### src/rtl/param_uflop.sv
// ---------------------------------------------------------------------------
// param_uflop
//   Up/down counter with load, a runtime upper bound, a wrap or saturate mode,
//   a lookahead output and a sticky overflow flag.
//
//   Parameters
//     WIDTH      counter/data width in bits (>= 1)
//     STEP       increment/decrement amount (1 .. 2^WIDTH-1)
//     SATURATE   0 = wrap at the bounds, 1 = hold at the bounds
//     RESET_VAL  value of q while and after reset
//
//   Ports
//     clk     in   rising-edge clock
//     reset   in   asynchronous active-high reset
//     a       in   load value (clipped to max)
//     max     in   runtime upper bound, legal range is 0..max
//     clear   in   synchronous clear, highest priority (also clears ovf)
//     load    in   load request
//     enable  in   count request
//     up      in   count direction, 1 = up, 0 = down
//     out     out  combinational next value of q (zero-cycle lookahead)
//     q       out  registered count
//     tc      out  combinational terminal count: this cycle's count wraps
//                  or saturates
//     ovf     out  sticky flag, set the edge after any tc cycle, cleared
//                  only by clear or reset
// ---------------------------------------------------------------------------
module param_uflop #(
   parameter int WIDTH     = 3,
   parameter int STEP      = 1,
   parameter int SATURATE  = 0,
   parameter int RESET_VAL = 0
) (
   input  logic             clk,
   input  logic             reset,
   input  logic [WIDTH-1:0] a,
   input  logic [WIDTH-1:0] max,
   input  logic             clear,
   input  logic             load,
   input  logic             enable,
   input  logic             up,
   output logic [WIDTH-1:0] out,
   output logic [WIDTH-1:0] q,
   output logic             tc,
   output logic             ovf
);

   localparam logic [WIDTH-1:0] STEP_W  = WIDTH'(STEP);
   localparam logic [WIDTH:0]   STEP_X  = (WIDTH+1)'(STEP);
   localparam logic [WIDTH-1:0] RESET_Q = WIDTH'(RESET_VAL);
   localparam logic             SAT     = (SATURATE != 0);

   logic [WIDTH-1:0] nxt;
   logic [WIDTH:0]   sum;
   logic             tc_c;

   // The up sum carries one extra bit so q + STEP never loses its carry.
   // When q already sits above a lowered max, sum > max holds automatically,
   // so an up count takes the bound branch; a down count with q >= STEP is
   // deliberately left unclipped.
   always_comb begin
      nxt  = q;
      tc_c = 1'b0;
      sum  = {1'b0, q} + STEP_X;
      if (clear) begin
         nxt = '0;
      end else if (load) begin
         nxt = (a <= max) ? a : max;
      end else if (enable) begin
         if (up) begin
            if (sum <= {1'b0, max}) begin
               nxt = sum[WIDTH-1:0];
            end else begin
               tc_c = 1'b1;
               nxt  = SAT ? max : '0;
            end
         end else begin
            if (q >= STEP_W) begin
               nxt = q - STEP_W;
            end else begin
               tc_c = 1'b1;
               nxt  = SAT ? '0 : max;
            end
         end
      end
   end

   assign out = nxt;
   assign tc  = tc_c;

   always_ff @(posedge clk or posedge reset) begin
      if (reset) begin
         q   <= RESET_Q;
         ovf <= 1'b0;
      end else begin
         q <= nxt;
         if (clear) begin
            ovf <= 1'b0;
         end else if (tc_c) begin
            ovf <= 1'b1;
         end
      end
   end

endmodule

### config.mk
export PLATFORM = sky130hd
export DESIGN_NAME = param_uflop
export DESIGN_NICKNAME = d
export VERILOG_FILES = /design/src/rtl/param_uflop.sv
export SDC_FILE = /design/constraint.sdc
export NUM_CORES = 1
export LEC_CHECK = 0
export CORE_MARGIN = 10
export CORE_UTILIZATION = 32
export CTS_CLUSTER_DIAMETER = 150
export DETAILED_ROUTE_END_ITERATION = 16
export PLACE_DENSITY = 0.58
export SYNTH_ARGS = -nofsm -noshare
export SYNTH_HDL_FRONTEND = slang
export SYNTH_SLANG_ARGS = --single-unit
export TNS_END_PERCENT = 20
### constraint.sdc
create_clock -name clk -period 3.4 [get_ports clk]
set_input_delay 0.68 -clock clk [delete_from_list [all_inputs] [get_ports clk]]
set_output_delay 0.68 -clock clk [all_outputs]
set_load 0.1 [all_outputs]
==> Implementation_results.wiki <==
{| class="wikitable"
! Metric !! Value
|-
| Overall Global Routing Usage || 8.92%
|-
| Total power after layout || 0.000331 W
|-
| Power density over the cells || 370 mW/mm2
|-
| Total of hold buffers inserted after clock tree synthesis || 0
|-
| Leading cell types by count after synthesis || 10 x inv_1, 9 x ha_1, 5 x nor2_1
|-
| Setup repair after global routing missed its margin || yes
|-
| Capturing element type of the critical path || output pin
|-
| Final count of pins violating max slew || 0
|-
| Total Negative Setup Slacks || 0 ns
|-
| Final nets || 110
|-
| Initial antenna violation count || 0
|-
| Iteration-0 DRC count of the detailed router || 12
|-
| Synthesized netlist net count || 82
|-
| Achievable clock frequency || 0.302 GHz
|-
| Largest clock skew in the final design || 0.00687 ns
|-
| Via count of the first global-routing pass || 571
|-
| Synthesis warning total || 0
|-
| Min-Delay Path Class || flip-flop to flip-flop
|-
| Multi-input logic area || 444 um2
|-
| Compound-Gate Fraction of Synth Area || 25.8%
|-
| Detail Placement HPWL || 1340 um
|-
| Row Count || 14
|-
| Final count of hold timing violations || 0
|-
| Min cycle time layout || 3.31 ns
|-
| Via count || 552
|-
| Core region area || 0.00152 mm2
|-
| Max Buffers Root-to-Sink || 2
|-
| CTS Buf Count || 3
|-
| Dominant synthesized flop cell || dfrtp_1
|-
| GRT overflow || 0
|-
| Post-synthesis async set-or-reset flop share || 100%
|-
| Maximum Capacitance Violations || 0
|-
| Detailed-route vias per instance || 5.31
|-
| Root buffer cell || clkbuf_4
|-
| H-tree levels || 1
|-
| Outcome || finished, final reports clean
|-
| Peak VDD IR || 0.346 mV
|-
| Combinational family with the most area after synthesis || compound AO/OA/AOI/OAI gates
|-
| Final ANT Viol Nets || 0
|-
| Cell Count Post-Placement || 99
|-
| Number of flops mapped to enable cells by yosys || 0
|-
| Yosys top cell area share || 21.5%
|-
| Vertical die dimension || 60.5 um
|-
| Clock-pin slew reported for the worst setup and hold paths after clock tree synthesis || 0.03 ns
|-
| Source-to-sink clock delay at the later pin of the worst-skew pair || 0.23 ns
|-
| Worst Reg-to-Reg Cells || 9
|-
| Mapped cell area || 524 um2
|-
| Adder and majority gate portion of the synthesized area || 21.5%
|-
| Initial core utilization || 34.4%
|-
| Largest fanout on the critical path || 3
|-
| Post-synthesis simple-gate area fraction || 11.2%
|-
| Arrival time at the worst endpoint || 2.63 ns
|-
| Required time reported for the critical path endpoint || 2.72 ns
|-
| CTS tree || done
|-
| Detailed Routing Iterations Pass 1 || 4
|-
| Share of the clock period used by the worst path after layout || 97.4%
|-
| Tightest slew margin relative to the limit || 71.3%
|-
| Leakage || 0.406 nW
|-
| Launching element type of the critical path || input port
|-
| Weighted congestion at the end of routability-driven global placement || 0.785
|-
| Mean routed wirelength per cell || 14.8 um
|-
| Global-route wire length before repair || 2560 um
|-
| Final cell count without fillers || 104
|-
| Number of distinct library cells after synthesis || 26
|-
| Category of the most critical setup path || input port to output pin
|-
| Yosys reg bits || 4
|-
| Mux contribution to synthesized area || 12.6%
|-
| Cells after synthesis || 61
|-
| Fraction of final layout cells sized beyond drive strength 1 || 33.0%
|-
| Drc violations || 0
|-
| Count of filler cells inserted in the layout || 146
|-
| Number of ports placed on the die boundary || 20
|-
| Quantity of I/O buffers inserted on ports || 19
|-
| Post-place setup slack || -0.0564 ns
|-
| Cell depth of the worst hold path || 2
|-
| Mean cell area of the mapped netlist || 8.59 um2
|-
| Maximum number of pins on one net before global-route repair || 9
|-
| Proportion of synthesized chip area in sequential cells || 19.1%
|-
| Final setup viols || 0
|-
| Leading cell types by total area after synthesis || ha_1 21%, dfrtp_1 19%, mux2i_1 7.6%
|-
| Post-Route WL || 1540 um
|-
| Worst Slack Setup Final || 0.0869 ns
|-
| Actual slew at the worst max-slew pin || 0.429 ns
|-
| Library cell with the highest instance count after synthesis || inv_1
|-
| Die ar. || 0.00366 mm2
|-
| Horizontal die dimension || 60.5 um
|-
| Clock sinks || 4
|-
| Cell accounting for the most synthesized area || ha_1
|-
| Total area of sequential cells || 109 um2
|-
| Diode insertion count for antenna repair || 0
|-
| Post-synthesis to final-layout area growth || 70.4%
|-
| XOR/XNOR Fraction of Synth Area || 1.67%
|}
==> registers in the layout (all words and copies together) (netlist names) <==
signal  cells
q           3
ovf         1
==> power breakdown <==
| part | total, W | switching (W) | internal (W) |
|---|---|---|---|
| sequential | 0.0000621 | 0.00000798 | 0.0000542 |
| clock | 0.0000621 | 0.0000181 | 0.0000439 |
| combinational | 0.000207 | 0.000127 | 0.0000796 |
| total | 0.000331 | 0.000153 | 0.000178 |
==> repair_timing <==
item                       4_1_cts  5_1_grt
buffers inserted                 0        1
resized for setup                4        0
pin swaps                        4        1
setup endpoints to repair        3        3
==> stage by stage <==
| stage | hold WS [ns] | cell area, um2 | util (%) |
|---|---|---|---|
| final | 0.530 | 893 | 58.6 |
| after floorplan | 0.446 | 588 | - |
| after detailed placement | 0.537 | 853 | 56.0 |
| after global routing | 0.568 | 893 | 58.6 |
| after CTS | 0.543 | 886 | 58.1 |
| after global placement | 0.509 | 853 | 56.0 |
==> path summary, 6_finish.rpt <==
check / start / to / slack, ns
setup / recovery: a[1] / out[0] / 0.09
hold / removal: ovf / ovf / 0.53
setup reg to reg: q[1] / ovf / 1.04
hold reg to reg: ovf / ovf / 0.53
max in group asynchronous: reset / q[0] / 2.56
min in group asynchronous: reset / q[1] / 0.66
==> cell type report <==
| class | instances | area share (%) |
|---|---|---|
| Sequential cell | 4 | 12.2 |
| Clock buffer | 4 | 2.94 |
| Timing Repair Buffer | 24 | 28.7 |
| Multi-Input combinational cell | 46 | 49.7 |
| Inverter | 10 | 4.20 |
| Tap cell | 16 | 2.24 |
==> worst max-delay path, stage by stage <==
cell             delay [ns]
clkdlybuf4s50_1        0.43
ha_1                   0.31
nor2b_1                0.13
o21ai_1                0.14
a32oi_2                0.06
buf_4                  0.16
mux2i_2                0.16
a221oi_4               0.33
buf_12                 0.22
==> cell usage in the layout (no fill, tap or decap), drive strengths merged, types with 2 or more instances in the layout <==
cell and instances:
nand2 3, dfrtp 4, clkbuf 4, ha 9, mux2i 4, a21oi 4, o21ai 3, clkdlybuf4s50 10
nand4 2, nor2 5, buf 13, o2111ai 2, a221oi 2, inv 10, mux2 2
==> per-layer routing <==
layer  track usage (%)  part of all wire [%]
met1              9.40                    40
met2              15.9                    54
met3              4.80                   6.5
met4             0.940                     0
met5                 0                     0
==> logic make-up (layout without fill, tap and decap cells) <==
family	after synthesis	in the layout
flip-flops	4	4
buffers and inverters	11	38
XOR/XNOR	1	1
AO/OA/AOI/OAI	17	17
multiplexers	6	6
adder cells (fa/ha/maj)	9	9
AND/OR/NAND/NOR	13	13
Note: power is estimated with default switching activity, not from simulation.
